==> src/rtl/demux_pkg.sv <==
// Shared types and constants for the 1-to-8 demux stage and its upstream scan controller.
package demux_pkg;

  typedef enum logic [1:0] {
    IDLE,
    SCAN,
    FIN
  } state_t;

  localparam int DEMUX_CHANNELS = 8;

  // Width needed to index n items; a single item still needs one bit.
  function automatic int sel_width(input int n);
    return (n > 1) ? $clog2(n) : 1;
  endfunction

endpackage

==> src/rtl/demux_scan_ctrl_hold_counter.sv <==
// Dwell counter: counts 0..TERMINAL-1 while enabled and flags the last cycle of each dwell.
module hold_counter
  import demux_pkg::*;
#(
  parameter int TERMINAL = 4
) (
  input  logic clk,
  input  logic rst,
  input  logic clear,
  input  logic enable,
  output logic tc
);

  localparam int CNT_W = sel_width(TERMINAL);
  localparam logic [CNT_W-1:0] LAST = CNT_W'(TERMINAL - 1);

  logic [CNT_W-1:0] count;

  // NOTE: sequential state uses non-blocking assignments so every register samples pre-edge values.
  always_ff @(posedge clk) begin
    if (rst || clear) begin
      count <= '0;
    end else if (enable) begin
      count <= (count == LAST) ? '0 : count + 1'b1;
    end
  end

  assign tc = enable && (count == LAST);

endmodule

==> src/rtl/demux_scan_ctrl.sv <==
// Serialises a parallel word onto the demux data line, stepping the channel select with a fixed dwell.
module demux_scan_ctrl
  import demux_pkg::*;
#(
  parameter  int CHANNELS    = DEMUX_CHANNELS,
  parameter  int HOLD_CYCLES = 4,
  localparam int SEL_W       = sel_width(CHANNELS)
) (
  input  logic                clk,
  input  logic                rst,
  input  logic [CHANNELS-1:0] dato_in,
  input  logic                valido_in,
  output logic                listo_out,
  input  logic                abortar,
  output logic                entrada_out,
  output logic [SEL_W-1:0]    sel_out,
  output logic                activo_out,
  output logic                fin_out
);

  localparam logic [SEL_W-1:0] LAST_SEL = SEL_W'(CHANNELS - 1);

  state_t              state;
  logic [CHANNELS-1:0] word;
  logic                hold_tc;

  hold_counter #(
    .TERMINAL(HOLD_CYCLES)
  ) u_hold (
    .clk   (clk),
    .rst   (rst),
    .clear (abortar || (state != SCAN)),
    .enable(state == SCAN),
    .tc    (hold_tc)
  );

  // NOTE: every branch assigns only registers inside always_ff, so no latch can be inferred.
  always_ff @(posedge clk) begin
    if (rst) begin
      state       <= IDLE;
      listo_out   <= 1'b1;
      entrada_out <= 1'b0;
      sel_out     <= '0;
      activo_out  <= 1'b0;
      fin_out     <= 1'b0;
      word        <= '0;
    end else if (abortar) begin
      // Abort drops the scan silently; the stale word is never presented again.
      state       <= IDLE;
      listo_out   <= 1'b1;
      entrada_out <= 1'b0;
      sel_out     <= '0;
      activo_out  <= 1'b0;
      fin_out     <= 1'b0;
    end else begin
      case (state)
        IDLE: begin
          if (valido_in) begin
            word        <= dato_in;
            state       <= SCAN;
            sel_out     <= '0;
            entrada_out <= dato_in[0];
            activo_out  <= 1'b1;
            listo_out   <= 1'b0;
          end
        end
        SCAN: begin
          if (hold_tc) begin
            if (sel_out == LAST_SEL) begin
              state       <= FIN;
              activo_out  <= 1'b0;
              sel_out     <= '0;
              entrada_out <= 1'b0;
              fin_out     <= 1'b1;
            end else begin
              sel_out     <= sel_out + 1'b1;
              entrada_out <= word[sel_out + 1'b1];
            end
          end
        end
        FIN: begin
          fin_out   <= 1'b0;
          listo_out <= 1'b1;
          state     <= IDLE;
        end
        default: state <= IDLE;
      endcase
    end
  end

endmodule

==> config.mk <==
export PLATFORM = sky130hd
export DESIGN_NAME = demux_scan_ctrl
export DESIGN_NICKNAME = d
export VERILOG_FILES = /design/src/rtl/demux_pkg.sv /design/src/rtl/demux_scan_ctrl_hold_counter.sv /design/src/rtl/demux_scan_ctrl.sv
export SDC_FILE = /design/constraint.sdc
export NUM_CORES = 1
export LEC_CHECK = 0
export ABC_AREA = 1
export CORE_ASPECT_RATIO = 2
export CORE_MARGIN = 10
export CORE_UTILIZATION = 30
export DETAILED_ROUTE_END_ITERATION = 16
export PLACE_DENSITY = 0.6
export SYNTH_ARGS = -nofsm -noshare
export SYNTH_HDL_FRONTEND = slang
export SYNTH_SLANG_ARGS = --single-unit
==> constraint.sdc <==
create_clock -name clk -period 1.2 [get_ports clk]
set_clock_uncertainty 0.05 [all_clocks]
set_input_delay 0.3 -clock clk [delete_from_list [all_inputs] [get_ports clk]]
set_output_delay 0.3 -clock clk [all_outputs]
set_load 0.02 [all_outputs]
==> impl_metrics.env <==
export IMPL_initial_core_util_pct=31.6
export IMPL_cp_max_fo=4
export IMPL_place_ws_ps=-333
export IMPL_critPathMaxStageDelay_ps=370
export IMPL_overflow=0
export IMPL_power_density_nw_per_um2=1090
export IMPL_postSynthCellCount=108
export IMPL_r2r_cells=5
export IMPL_path_class="flop to flop"
export IMPL_setup_ws_ps=-3.00
export IMPL_drive_gt1_share_pct=32.1
export IMPL_top_usage_layer="met2"
export IMPL_numPortBuffers=18
export IMPL_yosysUniqueCellTypes=19
export IMPL_hp_class="flop to flop"
export IMPL_htreeDepth=1
export IMPL_dp_cells=162
export IMPL_leakagePower_nw=0.523
export IMPL_required_ps=1340
export IMPL_fp_dieArea_um2=5610
export IMPL_yosys_top_cells_area="dfxtp_1 (43%), nand2_1 (10%), a211oi_2 (10%), inv_1 (5.6%), nor2_1 (5.1%)"
export IMPL_grt_pass1_vias=792
export IMPL_wl_per_cell_um=11.9
export IMPL_cts_hold_repair_buffers=0
export IMPL_reg2reg_from="sel_out[0]"
export IMPL_fp_dieW_um=58.2
export IMPL_yosysTopAreaCellShare_pct=43.4
export IMPL_hold_depth=1
export IMPL_r2r_slack_ps=-3
export IMPL_yosysWarnings=0
export IMPL_clockBufferDepth=2
export IMPL_clk_pin_slew_ps=70
export IMPL_path_cells="ha_4 > ha_4 > nand3b_1 > nand3_1 > a21oi_1"
export IMPL_vias=801
export IMPL_worst_pin_slew_ps=220
export IMPL_dp_hpwl_um=1580
export IMPL_antenna_cells=0
export IMPL_ir_drop_mv=0.506
export IMPL_clock_sinks=19
export IMPL_critical_path_buf_inv_count=0
export IMPL_gp_congestion=0.833
export IMPL_rsz0062_at_grt="yes"
export IMPL_cts_buffers=3
export IMPL_r2r_end="entrada_out"
export IMPL_grt_first_pass_wirelength_um=3490
export IMPL_syn_avg_cell_area_um2=8.11
export IMPL_ys_seq_area_share_pct=43.4
export IMPL_grtUsageMet1_pct=7.31
export IMPL_drtIter0Drc=30
export IMPL_cp_slowest_cell="dfxtp_4"
export IMPL_finalCritPeriodShare_pct=100
export IMPL_syn_nets=123
export IMPL_grt_max_degree=11
export IMPL_antenna_found_initial=0
export IMPL_path_delay_family="adder cells"
export IMPL_hold_viol=0
export IMPL_dr_pass1_iters=4
export IMPL_worstPathArrival_ps=1350
export IMPL_die_y_um=96.4
export IMPL_nNetsFinal=156
export IMPL_placementRows=27
export IMPL_relSlewSlack_pct=85.3
export IMPL_min_to="u_hold.count[0]"
export IMPL_final_antenna_net_count=0
export IMPL_finalNonFillerCells=169
export IMPL_met2_usage_pct=14.1
export IMPL_outcome="complete, but fails checks"
export IMPL_cpMostUsedCell="ha_4"
export IMPL_total_power_mw=1.34
export IMPL_io_pins=19
export IMPL_synth_area_um2=876
export IMPL_cts_root_buf="clkbuf_8"
export IMPL_drcViolationCount=0
export IMPL_clock_fmax_ghz=0.831
export IMPL_wl_um=2010
export IMPL_fin_setup_tns_ps=-3.00
export IMPL_violations="negative setup slack"
export IMPL_clk_latency_ps=260
export IMPL_critPathLaunchType="flop"
export IMPL_cap_violations=0
export IMPL_met3_usage_pct=2.75
export IMPL_track_usage_pct=7.75
export IMPL_coreArea_um2=2770
export IMPL_syn2layout_area_growth_pct=40.7
export IMPL_yosysTopAreaCell="dfxtp_1"
export IMPL_worstHoldStart="u_hold.count[0]"
export IMPL_synth_seq_cells=19
export IMPL_fin_crit_ps=1200
export IMPL_routed_via_density=4.74
export IMPL_cp_end_kind="flop"
export IMPL_cts_tree="done"
export IMPL_maxSlewViolCount=0
export IMPL_setup_viol=1
==> cell type report <==
class | instances | area, um2
Inverter | 16 | 67.6
Timing Repair Buffer | 29 | 229
Timing Repair inverter | 1 | 6.26
Multi-Input combinational cell | 71 | 462
Clock buffer | 4 | 45.0
Tap cell | 29 | 36.3
Sequential cell | 19 | 387
Fill cell | 287 | 1540
==> state kept, by name, indices dropped and copies added (netlist names) <==
signal	flops
entrada_out	1
word	8
sel_out	3
activo_out	1
fin_out	1
u_hold.count	2
listo_out	1
state	2
==> synthesized netlist by cell type (all sizes together) <==
cell type  number
nand2          24
dfxtp          19
inv            16
nor2           15
a211oi          7
a21oi           7
o21ai           7
nand3           5
ha              3
buf             2
nand3b          2
nor3            1
==> cell families (layout without fill, tap and decap cells) <==
kind of cell / count (synthesis) / count (layout) / share of synthesized area, %
buffers and inverters: 18 / 50 / 9.00
adders and majority gates: 3 / 3 / 4.29
AOI/OAI and AO/OA: 21 / 21 / 18.0
and+or+nand+nor: 47 / 47 / 25.3
DFF: 19 / 19 / 43.4
==> metrics by stage <==
step                hold WS (ps)  util (%)  instance area (um2)
floorplan                    358         -                  906
global placement             363      42.4                 1170
detailed placement           390      42.4                 1170
CTS                          400      43.5                 1200
global route                 413      44.5                 1230
finish                       390      44.5                 1230
==> worst max path at each step <==
stage,endpoint,start,depth (start not counted)
after global placement,activo_out,valido_in,6
after global routing,entrada_out,sel_out[0],5
after CTS,entrada_out,sel_out[0],5
after floorplan,entrada_out,sel_out[0],5
after detailed placement,activo_out,valido_in,6
final,entrada_out,sel_out[0],5
==> worst register-to-register path, cell delays in order, from the launching register on <==
cell and delay (ps):
dfxtp_4 370, ha_4 160, ha_4 270, nand3b_1 100, nand3_1 80, a21oi_1 120
==> placed cells by master (no fill, tap or decap), types with 3 or more instances in the layout <==
cell	n
nand2_1	23
dfxtp_1	16
inv_1	13
buf_4	11
nor2_1	9
clkdlybuf4s50_1	9
a21oi_1	7
a211oi_2	7
buf_2	7
o21ai_0	5
nor2_4	4
nand3_1	4
clkbuf_8	3
==> per-layer routing <==
metal  share of wire (%)  up-vias  wire length [um]
met5                   0        -                 0
met4                 2.0        0                40
met3                 6.9        5               138
met2                  52       21              1050
met1                  39      362               781
li1                    -      413                 -
==> where the power goes <==
group	leakage, nW	switching (mW)	internal, mW
sequential	0.157	0.0129	0.659
combinational	0.343	0.116	0.108
clock	0.0228	0.212	0.236
total	0.523	0.341	1.00
==> timing repair <==
action | 4_1_cts | 5_1_grt
cloned | 1 | 0
pin swaps | 2 | 5
resized for setup | 35 | 6
setup endpoints to repair | 22 | 16
buffers inserted | 0 | 2
No activity file was read; power rests on OpenSTA's default activity.
